===== src/rtl/fifo_dc_pkg.sv =====
// Shared constants and types for the dual-clock generic FIFO and its read-side stream engine.
package fifo_dc_pkg;

    localparam int DW         = 8;
    localparam int AW         = 4;
    localparam int SKID_DEPTH = 2;

    typedef logic [DW-1:0] word_t;

endpackage


===== src/rtl/fifo_rd_skid.sv =====
// Two-entry skid buffer: head at entry 0, pop shifts before the captured word lands.
module fifo_rd_skid #(
    parameter int DW = fifo_dc_pkg::DW
) (
    input  logic          clk,
    input  logic          rst,
    input  logic          clr,
    input  logic          push,
    input  logic [DW-1:0] din,
    input  logic          pop,
    output logic [1:0]    occ,
    output logic          valid,
    output logic [DW-1:0] dout
);
    import fifo_dc_pkg::*;

    logic [1:0]    occ_pop;
    logic [1:0]    occ_nxt;
    logic [DW-1:0] ent0;
    logic [DW-1:0] ent1;
    logic [DW-1:0] ent0_nxt;
    logic [DW-1:0] ent1_nxt;

    // The word arriving with a simultaneous pop at occ=1 lands directly in the head slot.
    always_comb begin
        occ_pop  = occ - {1'b0, pop};
        occ_nxt  = occ_pop + {1'b0, push};
        ent0_nxt = pop ? ent1 : ent0;
        ent1_nxt = ent1;
        if (push) begin
            if (occ_pop == 2'd0) begin
                ent0_nxt = din;
            end else begin
                ent1_nxt = din;
            end
        end
    end

    always_ff @(posedge clk or negedge rst) begin
        if (!rst) begin
            occ  <= 2'd0;
            ent0 <= '0;
            ent1 <= '0;
        end else if (clr) begin
            occ  <= 2'd0;
        end else begin
            occ  <= occ_nxt;
            ent0 <= ent0_nxt;
            ent1 <= ent1_nxt;
        end
    end

    assign valid = (occ != 2'd0);
    assign dout  = ent0;

endmodule


===== src/rtl/fifo_rd_stream.sv =====
// FIFO read-side drain engine presenting words as a valid/ready stream.
// Optional m_last burst marker enabled by defining FIFO_RD_STREAM_LAST_EN.
module fifo_rd_stream #(
    parameter int DW        = fifo_dc_pkg::DW,
    parameter int CNT_W     = 16,
    parameter int BURST_LEN = 16
) (
    input  logic             rd_clk,
    input  logic             rst,
    input  logic             clr,
    input  logic             fifo_empty,
    input  logic [DW-1:0]    fifo_dout,
    output logic             fifo_re,
    output logic             m_valid,
    output logic [DW-1:0]    m_data,
    input  logic             m_ready,
`ifdef FIFO_RD_STREAM_LAST_EN
    output logic             m_last,
`endif
    output logic [CNT_W-1:0] rd_count
);
    import fifo_dc_pkg::*;

    if (BURST_LEN < 1) begin : g_bad_burst
        $error("BURST_LEN must be at least 1");
    end

    logic       inflight_p1;
    logic       pop;
    logic [1:0] occ;
    logic [2:0] demand;

    assign pop    = m_valid & m_ready;
    // Entries held plus the word already requested, less the one leaving now.
    assign demand = {1'b0, occ} + {2'b0, inflight_p1} - {2'b0, pop};
    assign fifo_re = ~fifo_empty & ~clr & (demand < 3'(SKID_DEPTH));

    fifo_rd_skid #(
        .DW (DW)
    ) u_skid (
        .clk   (rd_clk),
        .rst   (rst),
        .clr   (clr),
        .push  (inflight_p1),
        .din   (fifo_dout),
        .pop   (pop),
        .occ   (occ),
        .valid (m_valid),
        .dout  (m_data)
    );

    // Read request stage: fifo_dout is valid the cycle after fifo_re.
    always_ff @(posedge rd_clk or negedge rst) begin
        if (!rst) begin
            inflight_p1 <= 1'b0;
            rd_count    <= '0;
        end else if (clr) begin
            inflight_p1 <= 1'b0;
            rd_count    <= '0;
        end else begin
            inflight_p1 <= fifo_re;
            if (pop) begin
                rd_count <= rd_count + 1'b1;
            end
        end
    end

`ifdef FIFO_RD_STREAM_LAST_EN
    localparam int BEAT_W = (BURST_LEN > 1) ? $clog2(BURST_LEN) : 1;
    localparam logic [BEAT_W-1:0] BEAT_MAX = BEAT_W'(BURST_LEN - 1);

    logic [BEAT_W-1:0] beat;

    always_ff @(posedge rd_clk or negedge rst) begin
        if (!rst) begin
            beat <= '0;
        end else if (clr) begin
            beat <= '0;
        end else if (pop) begin
            beat <= (beat == BEAT_MAX) ? '0 : beat + 1'b1;
        end
    end

    assign m_last = m_valid & (beat == BEAT_MAX);
`endif

endmodule

===== config.mk =====
export PLATFORM = sky130hd
export DESIGN_NAME = fifo_rd_stream
export DESIGN_NICKNAME = d
export VERILOG_FILES = /design/src/rtl/fifo_dc_pkg.sv /design/src/rtl/fifo_rd_skid.sv /design/src/rtl/fifo_rd_stream.sv
export SDC_FILE = /design/constraint.sdc
export NUM_CORES = 1
export LEC_CHECK = 0
export BUFFER_PORTS_ARGS = -buffer_cell sky130_fd_sc_hd__buf_2
export CAP_MARGIN = 10
export CORE_ASPECT_RATIO = 1.25
export CORE_UTILIZATION = 45
export CTS_CLUSTER_DIAMETER = 200
export DETAILED_ROUTE_END_ITERATION = 16
export GPL_TIMING_DRIVEN = 0
export PLACE_DENSITY_LB_ADDON = 0.3
export REMOVE_ABC_BUFFERS = 1
export SLEW_MARGIN = 20
export SYNTH_ARGS = -nofsm -noshare
export SYNTH_HDL_FRONTEND = slang
export SYNTH_SLANG_ARGS = --single-unit
export TNS_END_PERCENT = 100

===== constraint.sdc =====
create_clock -name rd_clk -period 3.11 [get_ports rd_clk]
set_input_delay 0.311 -clock rd_clk [delete_from_list [all_inputs] [get_ports rd_clk]]
set_output_delay 0.311 -clock rd_clk [all_outputs]
set_load 0.02 [all_outputs]

# --- Yosys cells after proc, flatten, opt, wreduce, memory -nomap -nowiden ---
# Cells that the tools add are included.
classes:
  order_cmp: 1
  n_shift: 0
  n_reduce_logical: 4
  mul: 0
  n_bitwise: 6
  mux: 7
  n_addsub: 5
  div_mod_pow: 0
  eq_ne: 0
op_table:
  columns: ["operator", "count"]
  rows:
  - ["$mux 16", 2]
  - ["$mux 8", 3]
  - ["$add 16x1->16 const B", 1]
  - ["$reduce_bool 2->1", 2]
  - ["$add 2x1->3", 1]
  - ["$and 1x1->1", 3]
  - ["$lt 3x2->1 const B", 1]
  - ["$not 1->1", 3]
  - ["$reduce_and 3->1", 1]
  - ["$sub 3x1->3", 1]
  - ["$add 2x1->2", 1]
  - ["$logic_not 2->1", 1]
  - ["$mux 2", 1]
  - ["$sub 2x1->2", 1]
  - ["$mux 1", 1]
totals:
  mem_bits_ro: 0
  ramBits: 0
  out_inout_bits: 26
  register_bits: 35
  memories: 0
  elab_cells: 28
  latchBits: 0

# --- Longest topological paths before layout ---
depth:
  word_depth: 6
  mapped_depth: 8
  mapped_depth_nobuf: 7

# --- Hierarchy ---
# From an unflattened synthesis, not the netlist that was laid out.
hier_totals:
  cells_unflattened: 162
  hier_area_um2: 1784.2
by_module_without_submodules:
  columns: ["mod", "area_each_um2", "cells_each", "n_inst", "seq_area_each_um2"]
  rows:
  - ["fifo_rd_stream", 910.9, 95, 1, 425.4]
  - ["fifo_rd_skid", 873.3, 67, 1, 450.4]

# --- Worst setup path after synthesis ---
# No wires, ideal clock.
synth_timing:
  path_kind: "register to output"
  start: "reg u_skid.occ[1]"
  end: "out fifo_re"
  required_ns: 2.799
  arrival_ns: 2.314
  slack_ns: 0.485
  stages_incl_launch_ff: 9
  cell_sequence: "dfrtp_1 buf_2 inv_1 nor3_1 nand2b_1 nand2_1 fa_1 xor2_1 nor4b_1"
synth_via:
  elab_chain_cells: 5
synth_lines:
  columns: ["item", "line_no", "source"]
  rows:
  - ["start, declared", "fifo_rd_skid.sv:11", "output logic [1:0] occ,"]
  - ["start signal, assigned", "fifo_rd_skid.sv:47", "occ <= occ_nxt;"]
  - ["parallel branches: the longest is 2 deep, another holds $add 2x1->3", null, null]
  - ["$sub 3x1->3 (*)", "fifo_rd_stream.sv:35", "assign demand = {1'b0, occ} + {2'b0, inflight_p1} - {2'b0, pop};"]
  - ["$lt 3x2->1 (*)", "fifo_rd_stream.sv:36", "assign fifo_re = ~fifo_empty & ~clr & (demand < 3'(SKID_DEPTH));"]
  - ["$and 1x1->1 (*)", "fifo_rd_stream.sv:36", null]
  - ["end, declared", "fifo_rd_stream.sv:13", "output logic fifo_re,"]
# Mark *: on every way between the ends.

# --- Worst setup path in the final report ---
# Same ends and word-level chain as after synthesis.

==> impl_metrics.py <==
metrics = {
    "status": {
        "status": "complete, but fails checks",
        "violated_checks": "design-rule violations",
    },
    "logic_synthesis": {
        "postSynthAreaPerCell_um2": 11.3,
        "synth-compound-area-share": 0.131,
        "synth-xor-area-share": 0.0614,
        "seq_cells_post_synth": 35,
        "netlist.top_cell.by_area": "dfrtp_1",
        "yosysMostFrequentCell": "dfrtp_1",
        "synth.top_cells.by_area": "dfrtp_1, o22a_1, mux2_2",
        "synth_simple_gate_area_share": 0.174,
        "dominantRegCellSynth": "dfrtp_1",
        "yosys_warning_total": 0,
        "synth.mux.area_fraction": 0.0724,
        "async_reset_ff_frac": 1.00,
        "synth_enable_flop_cells": 0,
        "largest_family_of_logic_cells_by_synthesized_area": "simple AND/OR/NAND/NOR gates",
        "post_synth_inst_count": 152,
        "netlist_area_pre_place_mm2": 0.00171,
        "synthTopCellsByCount": "dfrtp_1, nor2_1, o22a_1",
        "synth_fa_ha_area_frac": 0.0263,
        "synth_seq_area_share": 0.512,
        "synth_largest_type_area_fraction": 0.512,
        "synth.lib_cells_used.distinct": 34,
    },
    "die": {
        "design.portCount": 39,
        "num_rows": 24,
        "die_h_um": 71.0,
        "core_box_area_mm2": 0.00357,
        "die_width_um": 57.2,
        "start_util": 0.479,
        "die_area_mm2": 0.00406,
    },
    "sta": {
        "report.final.slew_viol_count": 0,
        "crit_path_time_final_ps": 2790,
        "clock.fmax_ghz": 0.358,
        "max_slew.worst_pin.slew_ps": 782,
        "tns_ps": 0,
        "setup_viol": 0,
        "post-route-period-util": 0.898,
        "hold-worst-slack_ps": 107,
        "final_hold_viol_count": 0,
        "rsz_0062_raised_after_global_routing": "no",
        "slew_headroom": 0.479,
        "skew_ps": 1.93,
    },
    "pwr": {
        "p_total_w": 0.00104,
        "power_density_mw_per_mm2": 516,
        "leakagePower_nw": 0.942,
        "power.ir.vdd_worst_uv": 380,
    },
    "clock_tree": {
        "cts_max_path_buffers": 2,
        "clk_transition_reported_paths_ps": 60,
        "cts_root_buf": "clkbuf_8",
        "cts.sink_count": 35,
        "cts_setup_buffers": 0,
        "post_cts_resize_count": 0,
        "clk_latency_ps": 280,
        "holdBufCountCts": 0,
        "cts_buffers": 5,
        "ctsHtreeMaxLevel": 2,
        "clock_tree_from_tritoncts": "yes",
    },
    "final_layout": {
        "layoutNonFillerInstCount": 231,
        "layout.area.seq_um2": 876,
        "proportion_of_layout_cells_with_a_drive_suffix_above_1": 0.323,
        "final.fill_count": 320,
        "antenna_cells_inserted": 0,
        "finish.utilization": 0.564,
        "fin_nets": 208,
        "areaGrowthSynthToFinish_pct": 17.8,
        "multi_input_comb_area_um2": 796,
    },
    "min_path": {
        "timing.hold.worst.class": "input pin to asynchronous set/reset pin",
    },
    "detailed_routing": {
        "vias_per_cell": 5.60,
        "drt_first_iter_violations": 69,
        "post-route-drc-count": 6,
        "detailroute.via_count": 1294,
        "drtAntennaViolNets": 0,
        "drtPass1Iterations": 10,
        "wl_um": 3470,
        "route.detailed.wl_per_inst_um": 15.0,
    },
    "grt": {
        "grt_peak_use_layer": "met2",
        "total_routing_resource_utilization_after_global_routing": 0.191,
        "antenna_violations_before_repair": 0,
        "grt_pass1_wl_um": 5870,
        "grt.met1_usage": 0.209,
        "met3_usage": 0.0658,
        "first_global_vias": 1302,
        "gr-usage-met2": 0.340,
        "largest_net_degree_at_the_start_of_global_routing": 36,
        "global_route.overflow_total": 0,
    },
    "setup_path": {
        "worstPathArrival_ps": 2480,
        "sort_of_element_at_the_start_of_the_critical_path": "flip-flop",
        "critical_path_class": "flip-flop to output port",
        "timing.critical_path.slowest_stage_cell": "dfrtp_1",
        "path_max_fanout": 9,
        "timing.reg2reg.setup_slack_ps": 990,
        "path_delay_family": "simple AND/OR/NAND/NOR gates",
        "critical_path_buf_inv_count": 2,
        "end_of_the_worst_register_to_register_path": "inflight_p1",
        "reg2regPathDepth": 7,
        "worst_ep_required_time_ps": 2800,
        "regToRegStartpoint": "u_skid.occ[1]",
        "worst_path_largest_cell_delay_ps": 530,
        "endpoint_kind": "output port",
        "path_cells": "inv_1, nor3_1, nand2b_1, nand2_1, fa_1, xor2_1, nor4b_1, buf_2",
    },
    "placement": {
        "placed_cells": 224,
        "place.gp.congestion": 0.751,
        "dp.final_hpwl_um": 2490,
        "placement.io_buffers": 38,
    },
    "run": {
        "max_cap_violations": 0,
    },
}
worst reg2reg max path, cell delays in order (launching register included):
cell      delay [ps]
dfrtp_1          530
inv_1            130
nor3_1           290
nand2b_1         180
nand2_1           70
fa_1             370
xor2_1           160
nor4b_1          270
state kept, by name, summed over array words and instances, names as in the netlist:
register and flops:
u_skid.ent1 8, rd_count 16, inflight_p1 1, u_skid.occ 2, u_skid.dout 8
cells in the final DEF (no fill, tap or decap), types with 2 or more instances in the layout:
cell type  count
a21oi_1        3
xor2_1         4
dfrtp_1       35
nor4_1         3
o22a_1        16
nand3_1        6
nand2b_1       3
ha_1           2
nor2_1        17
inv_1          5
nor3_1         4
nand2_1        6
o21ai_0        2
nor2b_1        4
clkbuf_8       6
xnor2_1        8
nor4b_1        2
mux2_2        11
nand4_1        2
buf_2         38
where the power goes:
part	switching, W	internal, W
Clock	0.000148	0.000173
Sequential	0.0000308	0.000510
Combinational	0.0000985	0.0000803
Total	0.000277	0.000764
final cells by class:
cell class / instances / share of cell area
Inverter: 5 / 0.00931
Sequential cell: 35 / 0.434
Clock buffer: 6 / 0.0409
Clock inverter: 1 / 0.00248
Tap cell: 39 / 0.0242
Multi-Input combinational cell: 107 / 0.395
Timing Repair Buffer: 38 / 0.0943
through the flow:
stage          area [µm²]  setup WS (ps)
3_5_place_dp         1930            612
3_3_place_gp         1930            706
2_1_floorplan        1690            492
4_1_cts              2020            279
5_1_grt              2020           73.8
6_report             2020            319
worst max path at each step:
stage             startpoint  endpoint  cells after the start  slack (ps)
2_1_floorplan  u_skid.occ[1]   fifo_re                      7         490
3_3_place_gp   u_skid.occ[1]   fifo_re                      8         710
3_5_place_dp   u_skid.occ[1]   fifo_re                      8         610
4_1_cts        u_skid.occ[1]   fifo_re                      8         280
5_1_grt        u_skid.occ[1]   fifo_re                      8          70
6_report       u_skid.occ[1]   fifo_re                      8         320
cell families (layout without fill, tap and decap cells):
kind of cell | count (synthesis) | after routing
AND/OR/NAND/NOR | 53 | 53
XOR/XNOR | 12 | 12
adder cells (fa/ha/maj) | 3 | 3
multiplexers | 11 | 11
flip-flops | 35 | 35
buffers and inverters | 10 | 50
AO/OA/AOI/OAI | 28 | 28
metal layers:
metal	vias up	wire, µm
met5	-	0
met4	0	31
met3	6	195
met2	36	1790
met1	633	1450
li1	619	-
Note: power is estimated with default switching activity, not from simulation.
